**src/rtl/grid_pkg.sv**
```systemverilog
// grid_pkg: definitions shared by the grid bus arbiter and its channel picker.
//   grid_mode_e  : arbitration mode encodings (3 is reserved and behaves as round-robin)
//   GRID_NUM_CH  : default number of producer channels
//   GRID_MAX_W   : widest supported data word
//   rotl1()      : rotate-left-by-one of a w-bit value, carried in a GRID_MAX_W container
package grid_pkg;

    typedef enum logic [1:0] {
        MODE_RR   = 2'd0,
        MODE_PRIO = 2'd1,
        MODE_XOR  = 2'd2,
        MODE_RSVD = 2'd3
    } grid_mode_e;

    localparam int GRID_NUM_CH = 12;
    localparam int GRID_MAX_W  = 64;

    // Bits at and above w in the argument must be zero; the result is masked to w bits.
    function automatic logic [GRID_MAX_W-1:0] rotl1(input logic [GRID_MAX_W-1:0] v,
                                                   input int unsigned            w);
        logic [GRID_MAX_W-1:0] mask;
        mask  = (w >= GRID_MAX_W) ? '1 : ((64'd1 << w) - 64'd1);
        rotl1 = ((v << 1) | (v >> (w - 1))) & mask;
    endfunction

endpackage

```
**src/rtl/grid_rr_pick.sv**
```systemverilog
// grid_rr_pick: combinational channel selector.
//   valid     in  NUM_CH  per-channel request
//   start     in  CH_W    first channel examined (round-robin pointer)
//   prio_mode in  1       1 = fixed priority (search starts at channel 0)
//   grant     out NUM_CH  one-hot winner, all zero when nothing is valid
//   any       out 1       at least one channel is valid
module grid_rr_pick
    import grid_pkg::*;
#(
    parameter int NUM_CH = GRID_NUM_CH,
    parameter int CH_W   = $clog2(NUM_CH)
) (
    input  logic [NUM_CH-1:0] valid,
    input  logic [CH_W-1:0]   start,
    input  logic              prio_mode,
    output logic [NUM_CH-1:0] grant,
    output logic              any
);

    int eff_start;

    // Two passes: channels at or above the start pointer first, then the
    // wrapped-around channels below it. The first valid channel wins.
    always_comb begin
        grant     = '0;
        any       = 1'b0;
        eff_start = prio_mode ? 0 : int'(start);
        for (int i = 0; i < NUM_CH; i++) begin
            if (!any && valid[i] && (i >= eff_start)) begin
                grant[i] = 1'b1;
                any      = 1'b1;
            end
        end
        for (int i = 0; i < NUM_CH; i++) begin
            if (!any && valid[i] && (i < eff_start)) begin
                grant[i] = 1'b1;
                any      = 1'b1;
            end
        end
    end

endmodule

```
**src/rtl/grid_bus_arbiter.sv**
```systemverilog
// grid_bus_arbiter: shared-bus arbiter collecting result words from NUM_CH producers.
//   clk, rst_n   clock (rising edge) and asynchronous active-low reset
//   mode         0/3 round-robin, 1 fixed priority, 2 XOR-reduce of all channels
//   req_valid    per-channel word valid
//   req_data     channel i at [i*DATA_W +: DATA_W]
//   req_ready    per-channel accept (combinational)
//   out_valid    output register holds a word
//   out_data     granted word, or XOR of all words in reduce mode
//   out_ch       granted channel index (0 for a reduce beat)
//   out_ready    downstream accept
//   sig_clr      synchronous signature clear (applied before folding a same-cycle word)
//   sig          running rotate-XOR signature of accepted words
//   xfer_cnt     accepted-transfer count, wraps
module grid_bus_arbiter
    import grid_pkg::*;
#(
    parameter int NUM_CH = GRID_NUM_CH,
    parameter int DATA_W = 32,
    parameter int CNT_W  = 16,
    localparam int CH_W  = $clog2(NUM_CH)
) (
    input  logic                     clk,
    input  logic                     rst_n,
    input  logic [1:0]               mode,
    input  logic [NUM_CH-1:0]        req_valid,
    input  logic [NUM_CH*DATA_W-1:0] req_data,
    output logic [NUM_CH-1:0]        req_ready,
    output logic                     out_valid,
    output logic [DATA_W-1:0]        out_data,
    output logic [CH_W-1:0]          out_ch,
    input  logic                     out_ready,
    input  logic                     sig_clr,
    output logic [DATA_W-1:0]        sig,
    output logic [CNT_W-1:0]         xfer_cnt
);

    // Stage 0: selection, reduce tree and accept decision (combinational)
    logic                vld_p1;
    logic [DATA_W-1:0]   data_p1;
    logic [CH_W-1:0]     ch_p1;
    logic [DATA_W-1:0]   sig_p1;
    logic [CNT_W-1:0]    cnt_p1;
    logic [CH_W-1:0]     rr_ptr;

    logic                slot_free;
    logic                xor_mode;
    logic                prio_mode;
    logic                all_valid;
    logic [NUM_CH-1:0]   grant;
    logic                grant_any;
    logic [CH_W-1:0]     grant_idx;
    logic [CH_W-1:0]     rr_next;
    logic [DATA_W-1:0]   grant_word;
    logic [DATA_W-1:0]   xor_word;
    logic [DATA_W-1:0]   accept_word;
    logic                accept;
    logic [DATA_W-1:0]   sig_base;

    assign slot_free = !vld_p1 || out_ready;
    assign xor_mode  = (mode == MODE_XOR);
    assign prio_mode = (mode == MODE_PRIO);
    assign all_valid = &req_valid;

    grid_rr_pick #(
        .NUM_CH (NUM_CH),
        .CH_W   (CH_W)
    ) u_pick (
        .valid     (req_valid),
        .start     (rr_ptr),
        .prio_mode (prio_mode),
        .grant     (grant),
        .any       (grant_any)
    );

    always_comb begin
        grant_idx  = '0;
        grant_word = '0;
        xor_word   = '0;
        for (int i = 0; i < NUM_CH; i++) begin
            xor_word = xor_word ^ req_data[i*DATA_W +: DATA_W];
            if (grant[i]) begin
                grant_idx  = CH_W'(i);
                grant_word = req_data[i*DATA_W +: DATA_W];
            end
        end
    end

    assign rr_next = (grant_idx == CH_W'(NUM_CH - 1)) ? '0 : grant_idx + 1'b1;

    // Ready is gated by reset so no producer sees a handshake while the
    // output side is being cleared.
    always_comb begin
        req_ready = '0;
        if (rst_n && slot_free) begin
            if (xor_mode) begin
                req_ready = all_valid ? '1 : '0;
            end else begin
                req_ready = grant;
            end
        end
    end

    assign accept      = rst_n && slot_free && (xor_mode ? all_valid : grant_any);
    assign accept_word = xor_mode ? xor_word : grant_word;
    assign sig_base    = sig_clr ? '0 : DATA_W'(rotl1(GRID_MAX_W'(sig_p1), DATA_W));

    // Stage 1: output register, signature, transfer counter, round-robin pointer
    always_ff @(posedge clk or negedge rst_n) begin
        if (!rst_n) begin
            vld_p1  <= 1'b0;
            data_p1 <= '0;
            ch_p1   <= '0;
            sig_p1  <= '0;
            cnt_p1  <= '0;
            rr_ptr  <= '0;
        end else begin
            if (accept) begin
                vld_p1  <= 1'b1;
                data_p1 <= accept_word;
                ch_p1   <= xor_mode ? '0 : grant_idx;
                cnt_p1  <= cnt_p1 + 1'b1;
                sig_p1  <= sig_base ^ accept_word;
                if (!xor_mode && !prio_mode) begin
                    rr_ptr <= rr_next;
                end
            end else begin
                if (out_ready) begin
                    vld_p1 <= 1'b0;
                end
                if (sig_clr) begin
                    sig_p1 <= '0;
                end
            end
        end
    end

    assign out_valid = vld_p1;
    assign out_data  = data_p1;
    assign out_ch    = ch_p1;
    assign sig       = sig_p1;
    assign xfer_cnt  = cnt_p1;

endmodule

```
**config.mk**
```make
export PLATFORM = sky130hd
export DESIGN_NAME = grid_bus_arbiter
export DESIGN_NICKNAME = d
export VERILOG_FILES = /design/src/rtl/grid_pkg.sv /design/src/rtl/grid_rr_pick.sv /design/src/rtl/grid_bus_arbiter.sv
export SDC_FILE = /design/constraint.sdc
export NUM_CORES = 1
export LEC_CHECK = 0
export CAP_MARGIN = 5
export CORE_AREA = 2 2 192 194
export CTS_CLUSTER_DIAMETER = 40
export DETAILED_ROUTE_END_ITERATION = 10
export DIE_AREA = 0 0 194 196
export HOLD_SLACK_MARGIN = 0.02
export MAX_ROUTING_LAYER = met4
export PLACE_DENSITY = 0.76
export SLEW_MARGIN = 20
export SYNTH_ARGS = -nofsm -noshare
export SYNTH_HDL_FRONTEND = slang
export SYNTH_SLANG_ARGS = --single-unit
```
**constraint.sdc**
```tcl
create_clock -name clk -period 12.9 [get_ports clk]
set_input_delay 3.87 -clock clk [delete_from_list [all_inputs] [get_ports clk]]
set_output_delay 3.87 -clock clk [all_outputs]
set_load 0.03 [all_outputs]
```
==> flow_summary_export.csv <==
group,metric,value,unit
run_status,outcome,"finished clean",
clocking,clock_path_buffers,2,
synthesis,synth_area_leaders,"xnor2_1 (27%), dfrtp_1 (19%), nand2_1 (3.7%)",
drt,route.detailed.drc,0,
worst_setup_path,endpoint_kind,"output port",
synthesis,syn_area,0.0119,mm2
clocking,post-cts-setup-buffers,0,
layout,postLayoutCoreUtil,48.4,%
synthesis,synth-seq-cells,89,
power_and_ir_drop,power.internal,1.23,mW
drt,wl,60300,um
global_routing,overflow,0,
placed_design,dp_hpwl,44500,um
synthesis,netlist_instances,1429,
synthesis,synth_nets,1835,
sta,slew_viol_final,0,
clocking,root_buffer,"clkbuf_16",
global_routing,grt_pass1_wl,87800,um
sta,min_period_over_period,92.2,%
die,initial_utilization,33.0,%
min_path,hp-class,"reg2reg",
drt,firstDrtPassIters,10,
clocking,cts_hold_buf,0,
clocking,clk_pin_slew,0.08,ns
worst_setup_path,crit_arrival,8.02,ns
global_routing,grt_antenna_before_repair,4,
clocking,clock_sink_count,89,
synthesis,synthFlopType,"dfrtp_1",
clocking,cts_resized,0,
die,die_area,0.0380,mm2
sta,period_needed,11.89,ns
sta,timing.fmax,0.0841,GHz
sta,slew_headroom,27.2,%
layout,synthToLayoutAreaGrowth,46.4,%
placed_design,gp_congestion,0.992,
run,cap_viol_max_count,0,
synthesis,synth_edf_count,0,
layout,drive_above_1_share,7.58,%
drt,wire_per_inst,25.9,um
die,pin_count,499,
synthesis,async_reset_ff_share,100,%
worst_setup_path,rrSetupSlack,8.38,ns
synthesis,syn-mean-instance-area,8.34,um2
global_routing,grt_pass1_vias,14000,
die,chipWidth,194,um
layout,final_common_cell,"clkdlybuf4s50_1",
worst_setup_path,critPathCapture,"req_ready[10]",
worst_setup_path,r2r_cells,9,
clocking,cts_tree,"built",
power_and_ir_drop,power.share.clock,11.1,%
global_routing,grtUsageTotal,31.3,%
power_and_ir_drop,p_comb_share,68.9,%
die,rows,70,
power_and_ir_drop,p_sw_share,48.5,%
power_and_ir_drop,seqPwrFrac,20.0,%
sta,fin_setup_tns,0,ns
sta,finClkSkew,0.0105,ns
worst_setup_path,path_class,"in2out",
clocking,htree_num_levels,3,
worst_setup_path,critPathRequiredTime,9.03,ns
clocking,clk_latency,0.36,ns
synthesis,yosysWarnings,0,
drt,vias,13800,
die,coreArea,0.0361,mm2
synthesis,synth_top_area_cell,"xnor2_1",
power_and_ir_drop,vdd_ir_drop_max,0.0000929,V
layout,finalInstanceArea,0.0175,mm2
layout,layout.nets,2261,
drt,drt-vias-per-instance,5.92,
placed_design,port_buffers,498,
layout,n_fill_cell,3498,
die,die_h,196,um
global_routing,grt_max_degree,68,
drt,ant_nets,0,
clocking,cts_buffers,9,
worst_setup_path,startpoint_type,"input port",
worst_setup_path,critPathLaunch,"mode[1]",
power_and_ir_drop,p_per_area,137,mW/mm2
power_and_ir_drop,p_leak,6.51,nW
placed_design,post_dp_cell_area,0.0172,mm2
synthesis,synth_top_cell_area_share,26.5,%
worst_setup_path,r2r-end,"sig[9]",
worst_setup_path,r2r-start,"rr_ptr[3]",
sta,rsz0062_at_grt,"no",
power_and_ir_drop,switchingPower,1.16,mW
drt,drt_iter0_drc,1147,
synthesis,seq_area_frac_synth,18.7,%
synthesis,synth_cell_types,85,
layout,layout_common_cells,"clkdlybuf4s50_1 (496), xnor2_1 (361), nand2_1 (118)",
worst_setup_path,cp_max_fo,20,
sta,tightest_slew,1.09,ns
sta,setup_viol,0,
sta,hold_viol,0,
==> flip-flops by register name, indices dropped and copies added, names as in the netlist <==
| name | flops |
|---|---|
| out_ch | 4 |
| out_data | 32 |
| out_valid | 1 |
| rr_ptr | 4 |
| sig | 32 |
| xfer_cnt | 16 |
==> cells in the mapped netlist (all sizes together), types with 17 or more instances <==
master,instances
a211o,31
a221o,42
a222oi,31
a22o,34
a32o,17
buf,50
clkbuf,51
dfrtp,89
inv,51
mux2,31
nand2,118
nand3,24
nor2,77
nor3,39
nor4,36
o211ai,21
o21a,18
o21ai,67
o22ai,32
or2,30
xnor2,361
==> worst min path at each step <==
stage / from / endpoint / slack (ns) / depth (start not counted)
after floorplan: out_data[15] / out_data[15] / 0.65 / 2
after global placement: out_ch[2] / out_ch[2] / 0.46 / 2
after detailed placement: out_data[14] / out_data[14] / 0.47 / 2
after CTS: out_data[14] / out_data[14] / 0.49 / 2
after global routing: out_data[24] / out_data[24] / 0.52 / 2
final: out_data[14] / out_data[14] / 0.48 / 2
==> cells by family (layout without fill, tap and decap cells) <==
kind of cell,after synthesis,after routing,share of synthesized area (%)
xor+xnor,367,367,27.0
other cells,0,3,0
buf+inv,152,583,6.14
simple gates,399,399,18.4
compound gates,386,386,26.4
fa+ha+maj,4,4,0.420
mux,32,32,3.01
flops,89,89,18.7
==> layer usage <==
layer | GRT usage [%] | share of wire, % | vias up | routed length, um
li1 | - | - | 6128 | -
met4 | 12.2 | 4.0 | 0 | 2420
met1 | 38.8 | 40 | 6610 | 24400
met3 | 6.58 | 9.3 | 164 | 5610
met5 | - | 0 | - | 0
met2 | 49.7 | 46 | 891 | 27900
==> area by class of cell <==
type | count | area (um2) | share of cell area, %
Timing Repair Buffer | 516 | 5110 | 29.3
Clock buffer | 9 | 225 | 1.29
Tap cell | 468 | 586 | 3.36
Clock inverter | 7 | 60.1 | 0.344
Antenna cell | 3 | 7.51 | 0.0430
Inverter | 51 | 191 | 1.10
Multi-Input combinational cell | 1188 | 9040 | 51.8
Sequential cell | 89 | 2230 | 12.8
==> metrics by stage <==
stage               std cells  worst slack [ns]  power [mW]  hold slack [ns]
finish                   2331              1.01        2.39            0.481
global route             2331             0.837        2.51            0.515
CTS                      2328              1.08        2.38            0.486
detailed placement       2312              1.09        2.10            0.469
global placement         2312              1.09        2.08            0.461
floorplan                1429              2.85        1.45            0.647
==> worst max-delay path, cell delays in order <==
cell             delay [ns]
clkdlybuf4s50_1        0.54
inv_1                  0.06
ha_1                   0.46
nor2b_1                0.75
o211a_1                0.35
o311a_1                0.47
nand4_1                0.29
a21oi_4                0.39
o21a_1                 0.15
clkdlybuf4s50_1        0.67
==> power by group through the flow <==
stage	combinational, mW	sequential, mW	clock, mW
after floorplan	0.820	0.627	0
after global placement	1.61	0.478	0
after detailed placement	1.62	0.480	0
after CTS	1.63	0.475	0.273
after global routing	1.74	0.488	0.284
final	1.65	0.477	0.266
Power figures use the tool's default switching activity.
